--- config.mk ---
export PLATFORM = sky130hd
export DESIGN_NAME = shader_pixel_gen
export DESIGN_NICKNAME = d
export VERILOG_FILES = /design/src/rtl/shader_pixel_gen.sv
export SDC_FILE = /design/constraint.sdc
export NUM_CORES = 1
export LEC_CHECK = 0
export CORE_MARGIN = 10
export CORE_UTILIZATION = 49
export CTS_CLUSTER_DIAMETER = 200
export DETAILED_ROUTE_END_ITERATION = 16
export GPL_ROUTABILITY_DRIVEN = 0
export PLACE_DENSITY = 0.86
export SLEW_MARGIN = 20
export SYNTH_ARGS = -nofsm -noshare
export SYNTH_HDL_FRONTEND = slang
export SYNTH_SLANG_ARGS = --single-unit
export TNS_END_PERCENT = 50
--- constraint.sdc ---
create_clock -name clk -period 3.1 [get_ports clk]
set_input_delay 0.62 -clock clk [delete_from_list [all_inputs] [get_ports clk]]
set_output_delay 0.62 -clock clk [all_outputs]
set_load 0.005 [all_outputs]
--- src/rtl/shader_pixel_gen.sv ---
// shader_pixel_gen: three-stage procedural pixel generator with per-frame pattern latch.
// Optional macro SHADER_ANIM_EN scrolls every pattern by the frame counter.
`default_nettype none

module shader_pixel_gen #(
    parameter int H_CENTER       = 320,
    parameter int V_CENTER       = 240,
    parameter int VS_ACTIVE_HIGH = 1
) (
    input  logic        clk,
    input  logic        rst_n,
    input  logic [3:0]  shader_select,
    input  logic [9:0]  x,
    input  logic [9:0]  y,
    input  logic        de_in,
    input  logic        hsync_in,
    input  logic        vsync_in,
    output logic        de_out,
    output logic        hsync_out,
    output logic        vsync_out,
    output logic [23:0] rgb,
    output logic [7:0]  frame_cnt,
    output logic [3:0]  active_shader
);

    localparam logic       VS_IDLE = (VS_ACTIVE_HIGH == 0);
    localparam logic [9:0] HC      = 10'(H_CENTER);
    localparam logic [9:0] VC      = 10'(V_CENTER);

    // Frame tracking
    logic       vs_prev_q;
    logic [7:0] frame_cnt_q;
    logic [3:0] active_shader_q;
    logic       vs_edge;
    logic [7:0] t;

    assign vs_edge = (vsync_in != VS_IDLE) && (vs_prev_q == VS_IDLE);

`ifdef SHADER_ANIM_EN
    assign t = frame_cnt_q;
`else
    assign t = 8'd0;
`endif

    always_ff @(posedge clk or negedge rst_n) begin
        if (!rst_n) begin
            vs_prev_q       <= VS_IDLE;
            frame_cnt_q     <= 8'd0;
            active_shader_q <= 4'd0;
        end else begin
            vs_prev_q <= vsync_in;
            if (vs_edge) begin
                frame_cnt_q     <= frame_cnt_q + 8'd1;
                active_shader_q <= shader_select;
            end
        end
    end

    // Stage 1: capture pixel coordinates together with the pattern and time base
    logic [9:0] x1_q, y1_q;
    logic [7:0] t1_q;
    logic [3:0] sel1_q;
    logic       de1_q, hs1_q, vs1_q;

    always_ff @(posedge clk or negedge rst_n) begin
        if (!rst_n) begin
            x1_q   <= 10'd0;
            y1_q   <= 10'd0;
            t1_q   <= 8'd0;
            sel1_q <= 4'd0;
            de1_q  <= 1'b0;
            hs1_q  <= 1'b0;
            vs1_q  <= VS_IDLE;
        end else begin
            x1_q   <= x;
            y1_q   <= y;
            t1_q   <= t;
            sel1_q <= active_shader_q;
            de1_q  <= de_in;
            hs1_q  <= hsync_in;
            vs1_q  <= vsync_in;
        end
    end

    // Stage 2: coordinate arithmetic shared by all patterns
    logic [9:0]  u, v, dx, dy, d;
    logic [10:0] s;
    logic [7:0]  xo;
    logic        w_unused_bits;

    assign u  = x1_q + {2'b00, t1_q};
    assign v  = y1_q + {2'b00, t1_q};
    assign dx = (x1_q >= HC) ? (x1_q - HC) : (HC - x1_q);
    assign dy = (y1_q >= VC) ? (y1_q - VC) : (VC - y1_q);
    assign d  = dx + dy + {2'b00, t1_q};
    assign s  = {1'b0, x1_q} + {1'b0, y1_q} + {3'b000, t1_q};
    assign xo = (x1_q[7:0] ^ y1_q[7:0]) + t1_q;

    assign w_unused_bits = ^{u[1:0], v[9], v[0], d[9], s[10], s[0]};

    logic [7:0] ug_q, vg_q, xo_q;
    logic [8:0] d_q, s_q;
    logic       chk_q;
    logic [3:0] sel2_q;
    logic       de2_q, hs2_q, vs2_q;

    always_ff @(posedge clk or negedge rst_n) begin
        if (!rst_n) begin
            ug_q   <= 8'd0;
            vg_q   <= 8'd0;
            xo_q   <= 8'd0;
            d_q    <= 9'd0;
            s_q    <= 9'd0;
            chk_q  <= 1'b0;
            sel2_q <= 4'd0;
            de2_q  <= 1'b0;
            hs2_q  <= 1'b0;
            vs2_q  <= VS_IDLE;
        end else begin
            ug_q   <= u[9:2];
            vg_q   <= v[8:1];
            xo_q   <= xo;
            d_q    <= d[8:0];
            s_q    <= s[9:1];
            chk_q  <= u[5] ^ y1_q[5];
            sel2_q <= sel1_q;
            de2_q  <= de1_q;
            hs2_q  <= hs1_q;
            vs2_q  <= vs1_q;
        end
    end

    // Stage 3: pattern select and blanking
    logic [23:0] rgb_d;

    always_comb begin
        rgb_d = 24'h808080;
        case (sel2_q)
            4'd0:    rgb_d = {ug_q, 8'h00, ~ug_q};
            4'd1:    rgb_d = {8'h00, vg_q, ~vg_q};
            4'd2:    rgb_d = {d_q[8:1], d_q[7:0], ~d_q[8:1]};
            4'd3:    rgb_d = chk_q ? 24'hFFFFFF : 24'h000000;
            4'd4:    rgb_d = {s_q[7:0], s_q[8:1], 8'h80};
            4'd5:    rgb_d = {xo_q, xo_q, xo_q};
            default: rgb_d = 24'h808080;
        endcase
        if (!de2_q) begin
            rgb_d = 24'h000000;
        end
    end

    logic [23:0] rgb_q;
    logic        de_out_q, hs_out_q, vs_out_q;

    always_ff @(posedge clk or negedge rst_n) begin
        if (!rst_n) begin
            rgb_q    <= 24'd0;
            de_out_q <= 1'b0;
            hs_out_q <= 1'b0;
            vs_out_q <= VS_IDLE;
        end else begin
            rgb_q    <= rgb_d;
            de_out_q <= de2_q;
            hs_out_q <= hs2_q;
            vs_out_q <= vs2_q;
        end
    end

    assign rgb           = rgb_q;
    assign de_out        = de_out_q;
    assign hsync_out     = hs_out_q;
    assign vsync_out     = vs_out_q;
    assign frame_cnt     = frame_cnt_q;
    assign active_shader = active_shader_q;

endmodule

`default_nettype wire

==> flow_summary.ini, run 1 <==
[grt]
first_global_vias = 3641
track_usage_pct = 15.9
total_congestion_overflow_after_global_routing = 0
grt_antenna_before_repair = 0
maximum_number_of_pins_on_one_net_before_global_route_repair = 62
grt_pass1_wl_um = 18000

[detailed_routing]
routed_wire_length_per_instance_um = 17.6
drcViolationCount = 0
detail-route-antenna-nets = 0
detail_route.wirelength_um = 11100
drt_pre_antenna_iters = 5
via_count = 3498
routed_via_density = 5.54
detailedRoute.firstIterationViolations = 285

[worst_setup_path]
critPathMostFrequentCell = sky130_fd_sc_hd__a21o_1
startpoint_type = register
worstPathRequired_ns = 3.48
critPathKind = register to register
crit_buf_inv = 1
crit_path_end_kind = register
critPathArrivalTime_ns = 3.34
worstPathCellList = inv_1, ha_2, and2_1, a31o_1, a21o_1, mux2_2, fa_1, a21o_1, a211oi_1, nor2_1, o22ai_1, xnor2_1
cp_max_fo = 4
timing.critical_path.slowest_cell_delay_ns = 0.47
timing.critical_path.slowest_stage_cell = sky130_fd_sc_hd__fa_1
timing.critical_path.max_delay_family = compound AO/OA/AOI/OAI gates

[yosys]
synth-edff-count = 0
synth.ff_latch_count = 114
synth_nets = 455
synth_largest_area_cell = sky130_fd_sc_hd__dfrtp_1
netlist.area_leader.share_pct = 58.8
synth_area_leaders = sky130_fd_sc_hd__dfrtp_1, sky130_fd_sc_hd__ha_1, sky130_fd_sc_hd__a21oi_1, sky130_fd_sc_hd__xnor2_1, sky130_fd_sc_hd__xor2_1
synthCells = 400
async_flop_share_pct = 100
synth.avg_cell_area_um2 = 12.1
synthFlopType = sky130_fd_sc_hd__dfrtp_1
synth_area_um2 = 4850
cell_variety_after_synth = 52
synthesis.yosys.warnings = 0
synth_sequential_area_ratio_pct = 58.8

[cells_and_area]
layout-area-overhead-vs-synth_pct = 28.9
final_nets = 542
fillCellCount = 729
commonest_cells_after_routing_fill_and_taps_aside = sky130_fd_sc_hd__dfrtp_1, sky130_fd_sc_hd__clkdlybuf4s50_1, sky130_fd_sc_hd__a21oi_1, sky130_fd_sc_hd__nor2_1, sky130_fd_sc_hd__ha_1
diodes = 0
commonest_non_fill_non_tap_cell_in_the_layout = sky130_fd_sc_hd__dfrtp_1
layout-drive-gt1-share_pct = 10.8

[sta]
max_slew.worst_pin.slew_ns = 0.857
layout_min_cycle_time_ns = 2.96
maximum_clock_frequency_ghz = 0.338
final.period_utilization_pct = 95.4
hold-worst-slack_ns = 0.176
slew_headroom_pct = 42.7
rsz0062_at_grt = no
hold_viol = 0
drv_slew = 0
post-route-worst-setup-slack_ns = 0.143
timing.clock.skew_ns = 0.00855
final-setup-viol-count = 0
tns_ns = 0

[placed_design]
detailedPlace.worstSlack_ns = 0.0324
hpwl_um = 7950
buffer_ports.inserted = 67

[power_and_ir_drop]
swShare_pct = 26.0
internal_portion_of_total_power_mw = 3.20
p_per_area_nw_per_um2 = 691
p_clk_share_pct = 40.1
post-layout-total-power_mw = 4.32
combPwrFrac_pct = 16.6
seq_power_share_pct = 43.3
net_switching_mw = 1.12
ir_worst_vdd_v = 0.000493
p_leak_nw = 2.69

[clock_network]
cts_tree = built
max-clock-path-buffers = 2
numCtsBuffers = 17
clock_insertion_delay_worst_skew_ns = 0.51
ctsRootBufferMaster = sky130_fd_sc_hd__clkbuf_8
clkSlewWorstSetupHoldPaths_ns = 0.06
h-tree-depth = 4
clkSinkCount = 114

[floorplan]
start_util_pct = 50.1
floorplan.die.width_um = 119
floorplan.rows = 36
coreArea_um2 = 9680
chipHeight_um = 119
number_of_primary_i_o_pins = 68
die_footprint_um2 = 14300

[flow_run]
cap_viol_max_count = 0

[status]
outcome = finished, final reports clean

[min_path]
hold_class = input pin to async pin
[state kept, by name, summed over array words and instances, names as in the netlist, 4 cells and up]
name and count:
rgb 24, x1_q 10, y1_q 10, d_q 9, s_q 9, frame_cnt 8, ug_q 8, vg_q 8
xo_q 7, active_shader 4, sel1_q 4, sel2_q 4
[what timing repair did]
item                                    CTS  global route
setup buffers                             0             2
hold buffers                              0             0
endpoints found under the setup margin    0             3
resized for setup                         0             4
[synthesized netlist by cell type, types with 6 or more instances]
library cell,n
sky130_fd_sc_hd__inv_1,13
sky130_fd_sc_hd__nand2_1,13
sky130_fd_sc_hd__ha_1,24
sky130_fd_sc_hd__dfrtp_1,114
sky130_fd_sc_hd__a31oi_1,7
sky130_fd_sc_hd__a21o_1,6
sky130_fd_sc_hd__xor2_1,16
sky130_fd_sc_hd__a21oi_1,36
sky130_fd_sc_hd__a222oi_1,8
sky130_fd_sc_hd__nor3_1,8
sky130_fd_sc_hd__xnor2_1,19
sky130_fd_sc_hd__o22ai_1,10
sky130_fd_sc_hd__nand2b_1,6
sky130_fd_sc_hd__o21ai_1,8
sky130_fd_sc_hd__nor2_1,36
[stage by stage]
step	cells	instance area [um2]	utilization, %
2_1_floorplan	400	4850	-
3_3_place_gp	599	5690	58.7
3_5_place_dp	599	5690	58.7
4_1_cts	629	6230	64.3
5_1_grt	631	6250	64.5
6_report	631	6250	64.5
[layout make-up]
type / instances / area (um2) / area share (%)
Multi-Input combinational cell: 264 / 1900 / 30.4
Sequential cell: 114 / 2850 / 45.7
Inverter: 13 / 48.8 / 0.781
Timing Repair Buffer: 77 / 743 / 11.9
Clock buffer: 26 / 488 / 7.81
Clock inverter: 4 / 50.0 / 0.801
Tap cell: 133 / 166 / 2.66
[power groups by stage]
stage                     sequential (mW)  clock (mW)  combinational, mW
after CTS                            1.86        1.76              0.714
after detailed placement             1.88           0              0.701
after floorplan                      1.83           0              0.413
final                                1.87        1.73              0.718
after global routing                 1.89        1.82              0.792
after global placement               1.87           0              0.678
[per-layer routing]
metal	track usage, %	wire (um)
met1	17.6	4340
met2	26.3	5590
met3	5.38	856
met4	8.90	333
met5	0	0
[worst paths after layout]
kind	from	end	slack, ns	cells past startpoint
hold reg to reg	sel1_q[0]$_DFF_PN0_	sel2_q[0]$_DFF_PN0_	0.34	0
hold / removal	rst_n	frame_cnt[3]$_DFFE_PN0P_	0.18	1
setup / recovery	x1_q[1]$_DFF_PN0_	d_q[8]$_DFF_PN0_	0.14	12
setup reg to reg	x1_q[1]$_DFF_PN0_	d_q[8]$_DFF_PN0_	0.14	12
max in group asynchronous	rst_n	vg_q[4]$_DFF_PN0_	2.07	2
min in group clk	sel1_q[0]$_DFF_PN0_	sel2_q[0]$_DFF_PN0_	0.34	0
[cells by family (layout without fill, tap and decap cells)]
family	count (synthesis)	in the layout	share of synthesized area, %
DFF	114	114	58.8
and+or+nand+nor	94	94	10.3
buffers and inverters	22	120	2.12
muxes	8	8	1.83
adders and majority gates	26	26	7.02
AOI/OAI and AO/OA	101	101	13.6
xor gates and xnor gates	35	35	6.32
(Power assumes the default switching activity.)
==> inputs of run 2 (changes only) <==
CTS_CLUSTER_SIZE = 20   (was not set)
==> results of run 2 <==
Final layout, timing and power as in run 1 (identical DEF).
==> inputs of run 3 (changes only) <==
--- a/config.mk
+++ b/config.mk
@@ -7,3 +7,2 @@
 export LEC_CHECK = 0
-export CORE_MARGIN = 10
 export CORE_UTILIZATION = 49
--- a/constraint.sdc
+++ b/constraint.sdc
@@ -3,2 +3,2 @@
 set_output_delay 0.62 -clock clk [all_outputs]
-set_load 0.005 [all_outputs]
+set_load 0.05 [all_outputs]
==> run 3 against run 2 <==
Net effect: worst setup slack got worse by 0.029 ns; clock power increased by 10%; sequential cell count unchanged; via count increased by 2.6%; combinational power increased by 36%; sequential share of layout area decreased by 0.54 points; register-to-register slack got worse by 0.03 ns; clock skew increased by 0.0040 ns.
==> flow_summary.ini, run 3 (synthesis results as in run 1) <==
[clock_network]
numCtsBuffers = 17
holdBufCountCts = 0
max-clock-path-buffers = 2
clkSinkCount = 114
h-tree-depth = 4
ctsRootBufferMaster = sky130_fd_sc_hd__clkbuf_8
clkSlewWorstSetupHoldPaths_ns = 0.06
cts_tree = built
clock_insertion_delay_worst_skew_ns = 0.52

[sta]
tns_ns = 0
hold_viol = 0
hold-worst-slack_ns = 0.217
maximum_clock_frequency_ghz = 0.335
drv_slew = 0
final-setup-viol-count = 0
layout_min_cycle_time_ns = 2.99
timing.clock.skew_ns = 0.0126
max_slew.worst_pin.slew_ns = 0.902
final.period_utilization_pct = 96.3
slew_headroom_pct = 39.7

[floorplan]
chipHeight_um = 101
start_util_pct = 51.5
floorplan.die.width_um = 101
coreArea_um2 = 9420
die_footprint_um2 = 10300
floorplan.rows = 35
number_of_primary_i_o_pins = 68

[detailed_routing]
drt_pre_antenna_iters = 5
routed_wire_length_per_instance_um = 17.7
detail-route-antenna-nets = 0
routed_via_density = 5.72
detailedRoute.firstIterationViolations = 406
detail_route.wirelength_um = 11100
drcViolationCount = 0
via_count = 3590

[cells_and_area]
final_nets = 541
diodes = 0
commonest_non_fill_non_tap_cell_in_the_layout = sky130_fd_sc_hd__dfrtp_1
commonest_cells_after_routing_fill_and_taps_aside = sky130_fd_sc_hd__dfrtp_1, sky130_fd_sc_hd__clkdlybuf4s50_1, sky130_fd_sc_hd__a21oi_1, sky130_fd_sc_hd__nor2_1, sky130_fd_sc_hd__ha_1
layout-drive-gt1-share_pct = 13.0
final_cell_count_without_fillers = 628
layout-area-overhead-vs-synth_pct = 30.5
final_standard_cell_utilization_of_the_core_pct = 67.2
largest_reg_flops = 24

[placed_design]
hpwl_um = 7460
buffer_ports.inserted = 67
placed_cells = 593

[power_and_ir_drop]
ir_worst_vdd_v = 0.000690
p_leak_nw = 2.72
p_per_area_nw_per_um2 = 753

[grt]
track_usage_pct = 23.8
maximum_number_of_pins_on_one_net_before_global_route_repair = 73
first_global_vias = 3779
grt_antenna_before_repair = 0
total_congestion_overflow_after_global_routing = 0
grt_pass1_wl_um = 18000

[worst_setup_path]
critPathArrivalTime_ns = 3.38
startpoint_type = register
worstPathRequired_ns = 3.49
cp_max_fo = 4
critPathKind = register to register
start_of_the_worst_register_to_register_path = x1_q[7]$_DFF_PN0_
crit_path_end_kind = register
startpoint = x1_q[7]$_DFF_PN0_

[flow_run]
cap_viol_max_count = 0

[status]
outcome = finished, final reports clean

[min_path]
hold_class = input pin to async pin
run 3: cell count changes in the layout (fill, tap and decap cells not counted), moves of 2 or more:
cell | previous run | this run
sky130_fd_sc_hd__clkbuf_8 | 5 | 2
sky130_fd_sc_hd__bufinv_16 | 1 | 3
sky130_fd_sc_hd__inv_1 | 13 | 11
sky130_fd_sc_hd__inv_2 | 0 | 2
sky130_fd_sc_hd__inv_6 | 0 | 2
sky130_fd_sc_hd__clkbuf_1 | 5 | 1
sky130_fd_sc_hd__clkinv_2 | 1 | 4
sky130_fd_sc_hd__buf_4 | 11 | 9
run 3: final timing paths:
kind | end | slack, ns | cells past startpoint
max | d_q[7]$_DFF_PN0_ | 0.11 | 12
min | frame_cnt[0]$_DFFE_PN0P_ | 0.22 | 1
max reg2reg | d_q[7]$_DFF_PN0_ | 0.11 | 12
min reg2reg | sel2_q[0]$_DFF_PN0_ | 0.35 | 0
max in group asynchronous | d_q[4]$_DFF_PN0_ | 2.18 | 2
min in group clk | sel2_q[0]$_DFF_PN0_ | 0.35 | 0
run 3: metrics by stage:
step                      cell area, um2  worst slack (ns)  power (mW)
after floorplan                     4850             0.111        2.48
after global placement              5680             0.138        2.79
after detailed placement            5680            0.0524        2.83
after CTS                           6280            0.0103        4.77
after global routing                6330           -0.0725        4.96
final                               6330             0.114        4.76
run 3: per-layer routing:
| metal | GRT usage (%) | up-vias | share of wire [%] |
|---|---|---|---|
| met3 | 5.11 | 35 | 6.7 |
| met2 | 40.2 | 212 | 51 |
| met4 | 14.6 | 0 | 2.7 |
| met1 | 28.0 | 1722 | 40 |
| met5 | 0 | - | 0 |
| li1 | - | 1621 | - |
run 3: area by class of cell:
type | count | area [um2]
multi-input cells | 264 | 1920
clock inverters | 13 | 159
flip-flops and latches | 114 | 2860
inverters | 13 | 48.8
well taps | 129 | 161
repair buffers | 76 | 748
fillers | 674 | 3090
clock buffers | 19 | 432
run 3: power breakdown:
part	switching, mW	total (mW)	internal (mW)
sequential	0.188	1.87	1.68
clock	0.670	1.91	1.24
combinational	0.593	0.978	0.385
total	1.45	4.76	3.31
run 3: timing repair:
item / 4_1_cts / 5_1_grt
pin swaps: 0 / 3
cloned: 0 / 0
gates resized for setup: 0 / 11
endpoints found under the setup margin: 1 / 3
buffers inserted: 1 / 2
run 3: worst max-delay path, cell delays in order (launching register included):
cell and delay [ns]:
sky130_fd_sc_hd__dfrtp_1 0.39, sky130_fd_sc_hd__inv_2 0.08, sky130_fd_sc_hd__ha_1 0.17, sky130_fd_sc_hd__and2_1 0.15, sky130_fd_sc_hd__a31o_1 0.23, sky130_fd_sc_hd__a21o_1 0.20
sky130_fd_sc_hd__mux2_2 0.31, sky130_fd_sc_hd__ha_1 0.30, sky130_fd_sc_hd__a21o_1 0.21, sky130_fd_sc_hd__a211oi_2 0.26, sky130_fd_sc_hd__nor2_1 0.10, sky130_fd_sc_hd__o41ai_2 0.34
sky130_fd_sc_hd__xnor2_1 0.12
==> RTL edit (flow settings as in run 2) <==
`rgb_q` no longer has a reset.
--- a/src/rtl/shader_pixel_gen.sv
+++ b/src/rtl/shader_pixel_gen.sv
@@ -156,3 +156,2 @@
         if (!rst_n) begin
-            rgb_q    <= 24'd0;
             de_out_q <= 1'b0;
@@ -161,3 +160,2 @@
         end else begin
-            rgb_q    <= rgb_d;
             de_out_q <= de2_q;
@@ -166,2 +164,6 @@
         end
+    end
+
+    always_ff @(posedge clk) begin
+        rgb_q <= rgb_d;
     end
Function: differs if rst_n is asserted again (counterexample within 4 cycles, from zero or initial values and one cycle with rst_n low); with rst_n held inactive, the same outputs for 10 cycles.
==> RTL edit against run 2 <==
  * Synthesized area fell by 0.67%
  * Sequential cell count stayed put
  * Wire length fell by 0.12%
  * Clock skew hardly changed
  * Synthesized cell count is 3.0% higher
  * Critical endpoint is now d_q[7]
  * Design area is 0.86% higher
  * Worst setup slack improved by 21 ps
  * Power is 8.2% higher
==> RTL edit: results (changes against run 2) <==
- Max stage delay on crit path: 440 ps (-30 ps)
- Synth Net Count: 467 (+2.6%)
- Drt first pass iters: 7 (+2)
- CP arrival: 3380 ps (+40 ps)
- RR Startpoint: x1_q[6]
- Clock Power: 2.04 mW (+18%)
- Sequential area share after synthesis: 56.74% (-2.1 points)
- First-pass GRT wire length: 17,970 um (about the same)
- Synth area leaders: dfrtp_1 (47%), dfxtp_1 (10%), ha_1 (6.2%)
- Worst Tran Pin Value: 811.3 ps (-45.59 ps)
- P_int: 3.450 mW (+7.9%)
- Synth unique cells: 51 (-1.9%)
- FF-to-FF End: d_q[7]
- LEAKAGE: 2.635 nW (-2.1%)
- CP max-delay cell: dfrtp_1
- Reg2reg setup slack: 160 ps (+20 ps)
- Via count: 3,572 (+2.1%)
- Hold slack: 126.4 ps (-49.79 ps)
- Final net count: 548 (+1.1%)
- Max VDD drop: 420.3 uV (-15%)
- Top delay family on crit path: compound AO/OA/AOI/OAI gates
- Dpl cell area: 5630 um^2 (-1.0%)
- Worst-path maximum fanout: 5 (+1)
- Status: completed
- Most frequent cells after synthesis: dfrtp_1 (90), a21oi_1 (28), nand2_1 (27), nor2_1 (25)
- Hpwl dp: 7871 um (-0.95%)
- Fraction of layout instances using a drive strength above 1: 12.45% (+1.6 points)
- Initial DRC count: 321 (+13%)
- Wire per inst: 17.39 um (-1.4%)
- Asr flop ratio synth: 78.95% (-21 points)
- GRT Total Usage: 15.79% (-0.096 points)
## RTL edit: kinds of logic (layout without fill, tap and decap cells)
family	count (synthesis)	in the layout	synth area share (%)
and+or+nand+nor	106	106	11.54
muxes	7	7	1.637
AOI/OAI and AO/OA	98	98	14.13
buffers and inverters	26	120	2.520
DFF	114	114	56.74
xor gates and xnor gates	35	35	6.365
adders and majority gates	26	26	7.067
## RTL edit: through the flow
step                      total power, mW  setup WS, ps  utilization [%]  cells
after floorplan                     2.265         188.6                -    412
after global placement              2.573         223.5            58.14    606
after detailed placement            2.616         56.53            58.14    606
after CTS                           4.675         42.52            64.68    638
after global routing                4.856        -5.052            65.10    639
final                               4.673         163.3            65.10    639
## RTL edit: worst max path at each step
stage / start / depth (start not counted) / slack (ps) / endpoint
global placement: x1_q[0] / 12 / 220 / d_q[8]
CTS: x1_q[6] / 12 / 40 / d_q[8]
global route: y1_q[4] / 12 / -5 / d_q[8]
floorplan: x1_q[1] / 12 / 190 / d_q[8]
detailed placement: x1_q[6] / 12 / 60 / d_q[8]
finish: x1_q[6] / 12 / 160 / d_q[7]
## RTL edit: what timing repair did
action,CTS,global route
buffers inserted,0,1
gates resized for setup,0,8
setup endpoints to repair,0,3
endpoints found under the hold margin,0,0
## RTL edit: routing by layer
metal | wire [um] | up-vias | track usage [%] | part of all wire (%)
li1 | - | 1664 | - | -
met1 | 4354 | 1670 | 17.78 | 39
met2 | 5389 | 195 | 26.11 | 48
met3 | 934 | 43 | 4.251 | 8.4
met4 | 435 | 0 | 10.00 | 3.9
met5 | 0 | - | 0 | 0
## RTL edit: area by class of cell
cell class                 instances  area, um^2
clock buffer                      20       455.4
clock inverter                    12       177.7
multi-input combinational        272        1992
tap                              133       166.4
inverter                          13       48.80
fill                             699        3379
timing repair buffer              75       732.0
sequential                       114        2733
